<file path="src/rtl/multdiv_unit.sv">
// multdiv_unit: multi-cycle signed 32-bit multiply/divide, 32 iterations, registered result
module multdiv_unit (
  input  logic        clock,
  input  logic        reset,
  input  logic [31:0] data_operandA,
  input  logic [31:0] data_operandB,
  input  logic        ctrl_MULT,
  input  logic        ctrl_DIV,
  output logic [31:0] data_result,
  output logic        data_exception,
  output logic        data_resultRDY,
  output logic        busy
);
  typedef enum logic [1:0] {IDLE, MUL, DIV, DONE} state_t;
  state_t      state_q;
  logic [4:0]  cnt_q;
  logic [63:0] acc_q, acc_d, x_q, x_d, prod;
  logic [31:0] y_q, y_d, mag_a, mag_b, quot;
  logic [32:0] t;
  logic        neg_q, dz_q, ov_q, start, ge, mul_exc;
  // One shift-add (MUL) or restoring-divide (DIV) step on operand magnitudes
  always_comb begin
    mag_a   = data_operandA[31] ? -data_operandA : data_operandA;
    mag_b   = data_operandB[31] ? -data_operandB : data_operandB;
    start   = (state_q == IDLE || state_q == DONE) && (ctrl_MULT || ctrl_DIV);
    t       = {acc_q[31:0], y_q[31]};
    ge      = t >= {1'b0, x_q[31:0]};
    acc_d   = state_q == MUL ? acc_q + (y_q[0] ? x_q : 64'd0)
                             : {31'd0, ge ? t - {1'b0, x_q[31:0]} : t};
    x_d     = state_q == MUL ? x_q << 1 : x_q;
    y_d     = state_q == MUL ? y_q >> 1 : {y_q[30:0], ge};
    prod    = neg_q ? -acc_d : acc_d;
    quot    = neg_q ? -y_d : y_d;
    mul_exc = !(&prod[63:31] || !(|prod[63:31]));
  end
  // Control FSM, iteration datapath and registered outputs
  always_ff @(posedge clock) begin
    if (reset) begin
      state_q        <= IDLE;
      cnt_q          <= '0;
      acc_q          <= '0;
      x_q            <= '0;
      y_q            <= '0;
      neg_q          <= 1'b0;
      dz_q           <= 1'b0;
      ov_q           <= 1'b0;
      data_result    <= '0;
      data_exception <= 1'b0;
      data_resultRDY <= 1'b0;
      busy           <= 1'b0;
    end else begin
      data_resultRDY <= 1'b0;
      if (start) begin
        state_q <= ctrl_MULT ? MUL : DIV;
        cnt_q   <= '0;
        busy    <= 1'b1;
        neg_q   <= data_operandA[31] ^ data_operandB[31];
        dz_q    <= !ctrl_MULT && data_operandB == 32'd0;
        ov_q    <= !ctrl_MULT && data_operandA == 32'h8000_0000 && data_operandB == 32'hFFFF_FFFF;
        acc_q   <= '0;
        x_q     <= {32'd0, ctrl_MULT ? mag_a : mag_b};
        y_q     <= ctrl_MULT ? mag_b : mag_a;
      end else if (state_q == MUL || state_q == DIV) begin
        acc_q <= acc_d;
        x_q   <= x_d;
        y_q   <= y_d;
        cnt_q <= cnt_q + 5'd1;
        if (cnt_q == 5'd31) begin
          state_q        <= DONE;
          busy           <= 1'b0;
          data_resultRDY <= 1'b1;
          data_result    <= state_q == MUL ? prod[31:0] : (dz_q ? 32'd0 : quot);
          data_exception <= state_q == MUL ? mul_exc : (dz_q || ov_q);
        end
      end else if (state_q == DONE) begin
        state_q <= IDLE;
      end
    end
  end
endmodule

</file>
<file path="config.mk">
export PLATFORM = sky130hd
export DESIGN_NAME = multdiv_unit
export DESIGN_NICKNAME = d
export VERILOG_FILES = /design/src/rtl/multdiv_unit.sv
export SDC_FILE = /design/constraint.sdc
export NUM_CORES = 1
export LEC_CHECK = 0
export BUFFER_PORTS_ARGS = -buffer_cell sky130_fd_sc_hd__buf_2
export CORE_ASPECT_RATIO = 0.5
export CORE_MARGIN = 4
export CORE_UTILIZATION = 54
export DETAILED_ROUTE_END_ITERATION = 8
export PLACE_DENSITY = 0.75
export SYNTH_ARGS = -nofsm -noshare
export SYNTH_HDL_FRONTEND = slang
export SYNTH_SLANG_ARGS = --single-unit
</file>
<file path="constraint.sdc">
create_clock -name clock -period 6.7 [get_ports clock]
set_input_delay 0.335 -clock clock [delete_from_list [all_inputs] [get_ports clock]]
set_output_delay 0.335 -clock clock [all_outputs]
set_load 0.05 [all_outputs]
</file>
==> metrics.md <==
| Metric | Value |
|---|---|
| Cell family with most CP delay | `simple AND/OR/NAND/NOR gates` |
| First-pass GRT wire length | `123000 um` |
| Crit Path Class | `reg2reg` |
| CP cell instances | `inv_1, ha_1, nand4_1, nor4_1, a32oi_1, nand3_1, nor2_2, a21oi_1, a22oi_1, buf_4, or4_1, nor3_1, buf_4, nand3_1, o311ai_0, nand3_1, nor4_1, and4b_1, and4_1, nor3_1` |
| Sw Share | `0.468` |
| 1st-iter DRT viols | `2988` |
| Least-Margin Pin Slew | `1.09 ns` |
| Relative slew slack | `0.273` |
| Number of global-route vias before repair | `20800` |
| Power per cell area | `252 nW/um2` |
| Hold Fails Final Rpt | `0` |
| Max Fclk | `0.155 GHz` |
| Seq/Total Area, Yosys | `0.199` |
| Initial DRT Pass Iterations | `6` |
| Synth warn | `0` |
| CP Launch Type | `register` |
| Max-Cap Viols | `0` |
| Clk pin slew, worst setup/hold paths | `0.07 ns` |
| Syn Nets | `3076` |
| Max rail drop VDD | `0.000155 V` |
| Min Hold Slack | `0.135 ns` |
| Main synth FF type | `dfxtp_1` |
| Most instantiated library cell after synthesis | `nor2_1` |
| GRT Total Usage | `0.367` |
| Flops & latches, synth | `205` |
| Cell mode on critical path | `nand3_1` |
| Final-report max-slew violation count | `0` |
| DR WL/cell | `23.6 um` |
| Top cells by area, synth | `dfxtp_1 20%, nor2_1 6.8%, ha_1 6.3%, a21oi_1 6.3%, xnor2_1 5.2%` |
| Antenna diodes | `0` |
| Fin cells | `3435` |
| Status | `complete, no violations` |
| Number of H-tree levels | `1` |
| Inserted Clock Buffers | `22` |
| Drt via density | `6.72` |
| Setup Skew | `0.0189 ns` |
| DRC errors left | `0` |
| DP Cell Count | `3389` |
| Nets | `3074` |
| Num rows | `50` |
| Hold crit path type | `in2reg` |
| Gp weighted congestion | `1.10` |
| Port bufs | `102` |
| Clock latency on the worst-skew pair | `0.57 ns` |
| Number of buffers and inverters on the critical path | `3` |
| Leak pwr | `8.65 nW` |
| Fillers | `3631` |
| Top Ports | `103` |
| CP max stage delay | `0.60 ns` |
| Post-synth top cells | `375 x nor2_1, 269 x nand2_1, 259 x a21oi_1` |
| CP max FO | `11` |
| CP Data Arrival Time | `6.92 ns` |
| DR vias | `23100` |
| DP HPWL | `61700 um` |
| Worst setup EP type | `register` |
| Seq pwr share | `0.252` |
| Initial Util | `0.550` |
| CTS tree | `yes` |
| Clock Tree Root | `clkbuf_16` |
| CTS max path bufs | `3` |
| Total wire length | `80900 um` |
| Area of the multi-input gates | `15600 um2` |
| Internal power | `3.01 mW` |
| Die X | `285 um` |
| Tmin final | `6.47 ns` |
| Comb pwr share | `0.497` |
| Mapped cell area | `20700 um2` |
| Core ar. | `37600 um2` |
| Share of cells above drive strength 1 | `0.0985` |
| Detail Route Antenna Nets | `0` |
| Crit path max-delay cell type | `or4_1` |
| Req. time, crit path | `7.15 ns` |
| Area Growth Syn to Fin | `8.45%` |
| Top cell type's share of synthesized area | `0.199` |
| Post-synth EDFFs | `0` |
| Clock power frac | `0.252` |
| Mean Syn Cell Area | `7.12 um2` |
| Register area | `4110 um2` |
| Die Area | `41700 um2` |
| Cell accounting for the most synthesized area | `dfxtp_1` |
| Count of different cell masters after synthesis | `97` |
| Endpoints failing setup | `0` |
| GRT overflow | `0` |
| Mapped Cells | `2902` |
| Pin count of the biggest net entering global routing | `84` |
| Final Core Density | `0.596` |
| Ys async rst share | `0` |
| Final period util | `0.965` |
| Die H | `146 um` |
| Sinks on Clock Net | `205` |
| Initial antenna violation count | `1` |
| Psw | `2.65 mW` |
per-stage QoR:
stage | setup TNS (ns) | power [mW] | instance area [um2] | setup slack [ns]
final | 0 | 5.66 | 22400 | 0.234
after floorplan | 0 | 3.19 | 20700 | 1.03
after global placement | 0 | 4.09 | 21600 | 0.425
after CTS | 0 | 5.50 | 22400 | 0.331
after global routing | -0.0410 | 5.86 | 22400 | -0.0410
after detailed placement | 0 | 4.10 | 21600 | 0.366
metal layers:
metal / track usage / wire (um)
met1: 0.509 / 34400
met2: 0.542 / 32900
met3: 0.0916 / 9420
met4: 0.156 / 4210
met5: 0 / 0
worst register-to-register path, stage by stage, from the launching register on:
cell and delay (ns):
dfxtp_1 0.38, inv_1 0.10, ha_1 0.48, nand4_1 0.26, nor4_1 0.49, a32oi_1 0.20
nand3_1 0.50, nor2_2 0.34, a21oi_1 0.23, a22oi_1 0.10, buf_4 0.19, or4_1 0.60
nor3_1 0.56, buf_4 0.30, nand3_1 0.09, o311ai_0 0.55, nand3_1 0.17, nor4_1 0.33
and4b_1 0.24, and4_1 0.20, nor3_1 0.05
worst paths after layout:
path | from | to | slack, ns | cells after the start
min reg2reg | busy$_SDFFE_PP0P_ | busy$_SDFFE_PP0P_ | 0.47 | 1
max | x_q[14]$_SDFFE_PP0P_ | data_exception$_SDFFE_PP0P_ | 0.23 | 20
max reg2reg | x_q[14]$_SDFFE_PP0P_ | data_exception$_SDFFE_PP0P_ | 0.23 | 20
min | data_operandA[29] | ov_q$_SDFFE_PP0P_ | 0.14 | 4
power groups by stage:
stage          Clock [mW]  Sequential [mW]  Combinational (mW)
2_1_floorplan           0             1.39                1.81
3_3_place_gp            0             1.44                2.65
3_5_place_dp            0             1.44                2.65
4_1_cts              1.42             1.42                2.67
5_1_grt              1.47             1.43                2.96
6_report             1.42             1.42                2.81
logic make-up (layout without fill, tap and decap cells):
kind of cell / Yosys count / count (layout) / synth area share
AOI/OAI and AO/OA: 877 / 877 / 0.282
xor gates and xnor gates: 196 / 196 / 0.0831
adders and majority gates: 106 / 106 / 0.0649
buffers and inverters: 269 / 281 / 0.0512
DFF: 205 / 205 / 0.199
muxes: 107 / 107 / 0.0530
and+or+nand+nor: 1142 / 1143 / 0.268
cell type report:
class                   count  area share
multi-input cells        2429       0.694
well taps                 520      0.0290
inverters                  69      0.0116
flip-flops and latches    205       0.183
repair buffers            173      0.0467
clock inverters            15      0.0107
clock buffers              24      0.0249
cell usage in the layout (no fill, tap or decap), types with 20 or more instances in the layout:
master / synthesis / layout
o21ai_0: 158 / 157
nor4_1: 23 / 23
o211ai_1: 29 / 29
o31ai_1: 39 / 39
clkbuf_16: 0 / 22
nor2_1: 375 / 373
mux2i_1: 87 / 87
inv_1: 67 / 67
and2_1: 78 / 78
nand2b_1: 47 / 46
or3_1: 32 / 32
a21oi_1: 259 / 259
a21o_1: 41 / 41
nor3_1: 77 / 77
o21a_1: 33 / 33
nand3_1: 60 / 60
a211oi_1: 49 / 49
buf_2: 21 / 101
nand4_1: 70 / 70
o41ai_1: 20 / 20
nand2_1: 269 / 269
xnor2_1: 123 / 123
xor2_1: 73 / 73
mux2_2: 20 / 20
a221oi_1: 52 / 52
dfxtp_1: 205 / 203
buf_4: 4 / 72
ha_1: 104 / 103
a31oi_1: 26 / 26
sequential cells by signal, indices dropped and copies added (netlist names):
register	count
busy	1
data_resultRDY	1
x_q	64
y_q	32
ov_q	1
neg_q	1
acc_q	64
data_exception	1
state_q	2
data_result	32
cnt_q	5
dz_q	1
what timing repair did:
| action | CTS | global route |
|---|---|---|
| hold buffers | 0 | 0 |
| buffers inserted | 0 | 6 |
| setup endpoints to repair | 0 | 1 |
| resized for setup | 0 | 1 |
No activity file was read; power rests on OpenSTA's default activity.
